### src/rtl/prod_wr_arbiter.sv
// prod_wr_arbiter: round-robin arbiter granting one of two requesters a burst of writes into a FIFO
// Ports: prod_clk/prod_rst_n clock and async active-low reset; req0/1, len0/1, data0/1 requester side;
// gnt0/1 registered grants, ack0/1 per-word handshake; o_data/o_wr_en/i_full FIFO side;
// busy burst in progress, word_cnt free-running count of words written.
module prod_wr_arbiter #(
  parameter int DATA_WIDTH = 8,
  parameter int MAX_BURST = 16,
  localparam int LEN_W = $clog2(MAX_BURST + 1)
) (
  input  logic                  prod_clk,
  input  logic                  prod_rst_n,
  input  logic                  req0,
  input  logic                  req1,
  input  logic [LEN_W-1:0]      len0,
  input  logic [LEN_W-1:0]      len1,
  input  logic [DATA_WIDTH-1:0] data0,
  input  logic [DATA_WIDTH-1:0] data1,
  output logic                  gnt0,
  output logic                  gnt1,
  output logic                  ack0,
  output logic                  ack1,
  output logic [DATA_WIDTH-1:0] o_data,
  output logic                  o_wr_en,
  input  logic                  i_full,
  output logic                  busy,
  output logic [15:0]           word_cnt
);
  typedef enum logic {IDLE, BURST} state_t;
  state_t state, state_nx;
  logic rr, pick, last;
  logic [LEN_W-1:0] rem, len_pick, len_eff;
  assign pick = (req0 && req1) ? rr : req1;
  assign len_pick = pick ? len1 : len0;
  assign len_eff = (len_pick == '0) ? LEN_W'(1) :
                   (len_pick > LEN_W'(MAX_BURST)) ? LEN_W'(MAX_BURST) : len_pick;
  assign last = o_wr_en && (rem == LEN_W'(1));
  always_ff @(posedge prod_clk or negedge prod_rst_n)
    if (!prod_rst_n) state <= IDLE;
    else state <= state_nx;
  always_comb
    state_nx = (state == IDLE) ? ((req0 || req1) ? BURST : IDLE) : (last ? IDLE : BURST);
  always_comb begin
    busy = (state == BURST);
    o_wr_en = busy && !i_full;
    ack0 = o_wr_en && gnt0;
    ack1 = o_wr_en && gnt1;
    o_data = gnt1 ? data1 : gnt0 ? data0 : '0;
  end
  // The grant flops double as the record of which requester owns the burst.
  always_ff @(posedge prod_clk or negedge prod_rst_n)
    if (!prod_rst_n) begin
      gnt0 <= 1'b0;
      gnt1 <= 1'b0;
      rr <= 1'b0;
      rem <= '0;
      word_cnt <= '0;
    end else if (state == IDLE) begin
      if (req0 || req1) begin
        gnt0 <= !pick;
        gnt1 <= pick;
        rem <= len_eff;
      end
    end else if (o_wr_en) begin
      rem <= rem - LEN_W'(1);
      word_cnt <= word_cnt + 16'd1;
      if (last) begin
        gnt0 <= 1'b0;
        gnt1 <= 1'b0;
        rr <= gnt0;
      end
    end
endmodule

### config.mk
export PLATFORM = sky130hd
export DESIGN_NAME = prod_wr_arbiter
export DESIGN_NICKNAME = d
export VERILOG_FILES = /design/src/rtl/prod_wr_arbiter.sv
export SDC_FILE = /design/constraint.sdc
export NUM_CORES = 1
export LEC_CHECK = 0
export BUFFER_PORTS_ARGS = -buffer_cell sky130_fd_sc_hd__buf_2
export CAP_MARGIN = 0
export CELL_PAD_IN_SITES_DETAIL_PLACEMENT = 1
export CELL_PAD_IN_SITES_GLOBAL_PLACEMENT = 1
export CORE_AREA = 4 4 75 77
export CTS_BUF_LIST = sky130_fd_sc_hd__clkbuf_16
export DETAILED_ROUTE_END_ITERATION = 12
export DIE_AREA = 0 0 79 81
export PLACE_DENSITY_LB_ADDON = 0.1
export SLEW_MARGIN = 10
export SYNTH_ARGS = -nofsm -noshare
export SYNTH_HDL_FRONTEND = slang
export SYNTH_SLANG_ARGS = --single-unit
### constraint.sdc
create_clock -name prod_clk -period 1.4 [get_ports prod_clk]
set_clock_uncertainty 0.1 [all_clocks]
set_input_delay 0.28 -clock prod_clk [delete_from_list [all_inputs] [get_ports prod_clk]]
set_output_delay 0.28 -clock prod_clk [all_outputs]
set_load 0.01 [all_outputs]
Word level (Yosys, flattened, before mapping)
Cells that the tools add are included.
Operators by class
  add/sub/neg operators: 2
  muxes and demuxes: 18
  reduce and logical (&&, ||, !) cells: 14
  equal/unequal tests: 3
  order comparisons: 1
Operators with widths (number)
  two-way mux 5 bit: 6
  adder 16 x 1 -> 16 bit (second input constant): 1
  two-way mux 8 bit: 2
  two-way mux 1 bit: 10
  AND reduction 3 bit: 2
  equality test 5 x 1 -> 1 bit (second input constant): 1
  > comparator 5 bit (second input constant): 1
  logical AND 1 bit: 5
  zero test 5 bit: 1
  subtractor 5 x 1 -> 5 bit (second input constant): 1
  AND reduction 2 bit: 2
  zero test 1 bit: 2
  inequality test 2 x 1 -> 1 bit (second input constant): 1
  inequality test 2 bit (second input constant): 1
  nonzero test 2 bit: 1
  logical OR 1 bit: 1
Word-level totals
  logic and storage cells: 44
  flip-flop bits (word level): 25

Longest topological paths before layout
  depth after elaboration: 8
  depth in mapped cells: 5
  gate-level depth less buffers: 5

Least setup slack after synthesis
OpenSTA, ideal clock, no wires.
  path kind: register -> register
  start point: reg rem[2]
  end point: reg rem[3]
  data arrival time: 1362 ps
  setup time: 126 ps
  path slack: -189 ps
  period minus slack after synthesis: 1589 ps
  cell stages (with the launch flop): 5
  cells stage by stage: dfrtp_1 -> or3_1 -> and2_1 -> o21a_1 -> a311o_1
Between the ends
  longest elaborated chain between the ends: 3
RTL lines
  start: declaration: RTL line 31  | logic [LEN_W-1:0] rem, len_pick, len_eff;
  start signal: assignment: RTL line 61  | rem <= len_eff;
  start signal: assignment: RTL line 64  | rem <= rem - LEN_W'(1);
  subtractor 5 x 1 -> 5 bit: RTL line 64
  two-way mux 5 bit: RTL line 63  | end else if (o_wr_en) begin
  two-way mux 5 bit: RTL line 57  | end else if (state == IDLE) begin
No other way between the ends. The select of a mux whose other input is x is not followed.
A chain may end at the register's enable or synchronous reset.

Final worst setup path
  start point: reg gnt1
  end point: out o_data[3]
Between the ends
  longest elaborated chain between the ends: 1
RTL lines
  start: declaration: RTL line 19  | output logic gnt1,
  start signal: assignment: RTL line 60  | gnt1 <= pick;
  two-way mux 8 bit: RTL line 47  | o_data = gnt1 ? data1 : gnt0 ? data0 : '0;
  end: declaration: RTL line 22  | output logic [DATA_WIDTH-1:0] o_data,
No other way between the ends.

==> impl_metrics.env <==
export IMPL_outcome="complete, but fails checks"
export IMPL_failed_checks="setup timing"
export IMPL_fp_row_count=26
export IMPL_yosys_top_cells_count="dfrtp_1, xnor2_1, nand2_1"
export IMPL_slew_limit_headroom=0.616
export IMPL_hold_path_class="input pin to flop"
export IMPL_grt_overflow=0
export IMPL_post_synth_top_area_cell="dfrtp_1"
export IMPL_launch_point_of_the_worst_reg_to_reg_path="rem[2]$_DFFE_PN0P_"
export IMPL_post_synth_instance_area_um2=1440
export IMPL_dp_final_hpwl_mm=3.65
export IMPL_ws_path_type="flop to primary output"
export IMPL_timing_worst_slew_pin_value_ps=576
export IMPL_drt_wl_total_mm=4.57
export IMPL_ys_warn_count=0
export IMPL_r2r_cells=4
export IMPL_antennaDiodeCount=0
export IMPL_postSynthRegisterBits=25
export IMPL_fin_util=0.472
export IMPL_final_hold_violation_count=0
export IMPL_yosysSeqAreaShare=0.435
export IMPL_endpoint="o_data[3]"
export IMPL_synth_simple_area_share=0.218
export IMPL_cts_tree="done"
export IMPL_final_setup_tns_ps=-2040
export IMPL_initial_drt_pass_iterations=3
export IMPL_h_tree_depth=1
export IMPL_postSynth_topFlopCell="dfrtp_1"
export IMPL_synth_edff_count=0
export IMPL_synth_xor_area_frac=0.0913
export IMPL_r2r_slack_ps=-130
export IMPL_dpl_instance_area_um2=2070
export IMPL_synth_compound_gate_area_share=0.167
export IMPL_dieHeight_um=81
export IMPL_grt_start_max_net_pins=26
export IMPL_critical_path_startpoint="gnt1$_DFFE_PN0P_"
export IMPL_clk_pin_slew_worst_paths_ps=70
export IMPL_dpl_worst_slack_ps=-178
export IMPL_worst_slack_ps=-160
export IMPL_synthArstFlopShare=1.00
export IMPL_post_synth_mux_area_share=0.0235
export IMPL_crit_arrival_ps=1180
export IMPL_post_synth_top_count_cell="dfrtp_1"
export IMPL_minimum_clock_period_ps=1560
export IMPL_min_period_over_period=1.11
export IMPL_io_pins=61
export IMPL_synth_avg_cell_area_um2=10.3
export IMPL_grtUsageTotal=0.152
export IMPL_postLayoutCellArea_um2=2360
export IMPL_cap_violations=0
export IMPL_setup_viol_count_final=20
export IMPL_report_power_total_mw=3.52
export IMPL_core_area_um2=5010
export IMPL_pwr_density_cell_nw_per_um2=1490
export IMPL_required_ps=1020
export IMPL_syn_inst=140
export IMPL_die_area_um2=6400
export IMPL_via_count_normalized_by_instance_count=4.69
export IMPL_grt_pass1_vias=1659
export IMPL_power_leakage_nw=1.18
export IMPL_max_clock_freq_mhz=641
export IMPL_area_growth_syn_to_layout_pct=64.3
export IMPL_layout_drive_gt1_share=0.575
export IMPL_wire_length_per_cell_um=14.7
export IMPL_cell_types_occupying_the_most_area_after_synthesis="dfrtp_1, xnor2_1, a22o_1"
export IMPL_critPathMaxFanout=12
export IMPL_detailedRoute_firstIterationViolations=25
export IMPL_worstSetupStartpointType="flop"
export IMPL_critical_path_reg2reg_endpoint="rem[3]$_DFFE_PN0P_"
export IMPL_grt_setup_unrepaired="true"
export IMPL_drv_slew=0
export IMPL_cts_inserted_buffers=3
export IMPL_clk_insertion_delay_late_ps=260
export IMPL_timing_critical_path_to_type="primary output"
export IMPL_grt_antenna_before_repair=0
export IMPL_grt_first_pass_wirelength_mm=7.77
export IMPL_worst_ir_drop_on_vdd_mv=0.755
export IMPL_drt_drc_violations_left=0
export IMPL_initial_utilization=0.287
export IMPL_clkSinkCount=25
export IMPL_root_buffer="clkbuf_16"
export IMPL_maximum_clock_path_buffer_count=2
export IMPL_final_antenna_net_count=0
export IMPL_portBuffers=60
export IMPL_fraction_of_post_synthesis_cell_area_in_the_top_cell_type_by_area=0.435
export IMPL_die_w_um=79
export IMPL_synthAdderAreaFrac=0.0261
export IMPL_vias=1454
export IMPL_synth_top_family_by_area="simple AND/OR/NAND/NOR gates"
export IMPL_syn_num_nets=174
export IMPL_ys_types=47
export IMPL_gp_congestion=0.849
export IMPL_finalNetCount=275
[per-stage QoR]
stage	hold WS (ps)	instances
detailed placement	211	298
CTS	293	308
finish	293	310
global route	320	310
floorplan	-116	140
global placement	213	298
[layer usage]
metal | vias to the layer above | wire length [µm] | track usage
met3 | 6 | 119 | 0.0322
met1 | 716 | 1730 | 0.161
met5 | - | 0 | 0
met2 | 20 | 2670 | 0.306
li1 | 712 | - | -
met4 | 0 | 51 | 0.0309
[what timing repair did]
| action | in CTS | in global routing |
|---|---|---|
| setup buffers | 5 | 3 |
| resized for setup | 28 | 8 |
| endpoints found under the setup margin | 25 | 30 |
| endpoints found under the hold margin | 25 | 0 |
| pin swaps | 5 | 4 |
| hold buffers | 1 | 0 |
[cells in the final DEF (no fill, tap or decap), types with 3 or more instances in the layout]
cell type,n
buf_2,58
buf_4,36
dfrtp_1,25
nand2_1,9
xnor2_1,9
a22o_1,7
nand3_1,6
buf_6,6
xor2_1,4
a21oi_1,4
inv_1,3
nor2_1,3
clkbuf_16,3
[layout make-up]
type                            instances  area, µm²
Clock buffer                            3       75.1
Clock inverter                          1       7.51
Fill cell                             621       2650
Inverter                                4       17.5
Multi-Input combinational cell        105        898
Sequential cell                        25        626
Tap cell                               70       87.6
Timing Repair Buffer                  102        653
[how the worst min path moves through the flow]
| stage | slack [ps] | depth (start not counted) | end | startpoint |
|---|---|---|---|---|
| floorplan | -120 | 0 | busy$_DFF_PN0_ | prod_rst_n |
| global placement | 210 | 1 | word_cnt[15]$_DFFE_PN0P_ | prod_rst_n |
| detailed placement | 210 | 1 | word_cnt[15]$_DFFE_PN0P_ | prod_rst_n |
| CTS | 290 | 3 | busy$_DFF_PN0_ | req0 |
| global route | 320 | 3 | busy$_DFF_PN0_ | req0 |
| finish | 290 | 3 | busy$_DFF_PN0_ | req0 |
[flip-flops by register name, indices dropped and copies added, names as in the netlist]
signal,count
gnt1,1
rem,5
word_cnt,16
rr,1
busy,1
gnt0,1
[cell families after synthesis]
family / after synthesis
simple gates: 53
xor+xnor: 15
flops: 25
buf+inv: 10
fa+ha+maj: 3
mux: 3
compound gates: 31
[worst max-delay path, stage by stage, from the launching register on]
cell	delay (ps)
dfrtp_1	410
buf_6	160
a22o_1	210
buf_2	140
[power by group]
part	total (mW)	switching, mW	internal, mW
sequential	1.05	0.141	0.913
clock	0.656	0.267	0.388
combinational	1.81	0.830	0.981
Power figures use the tool's default switching activity.
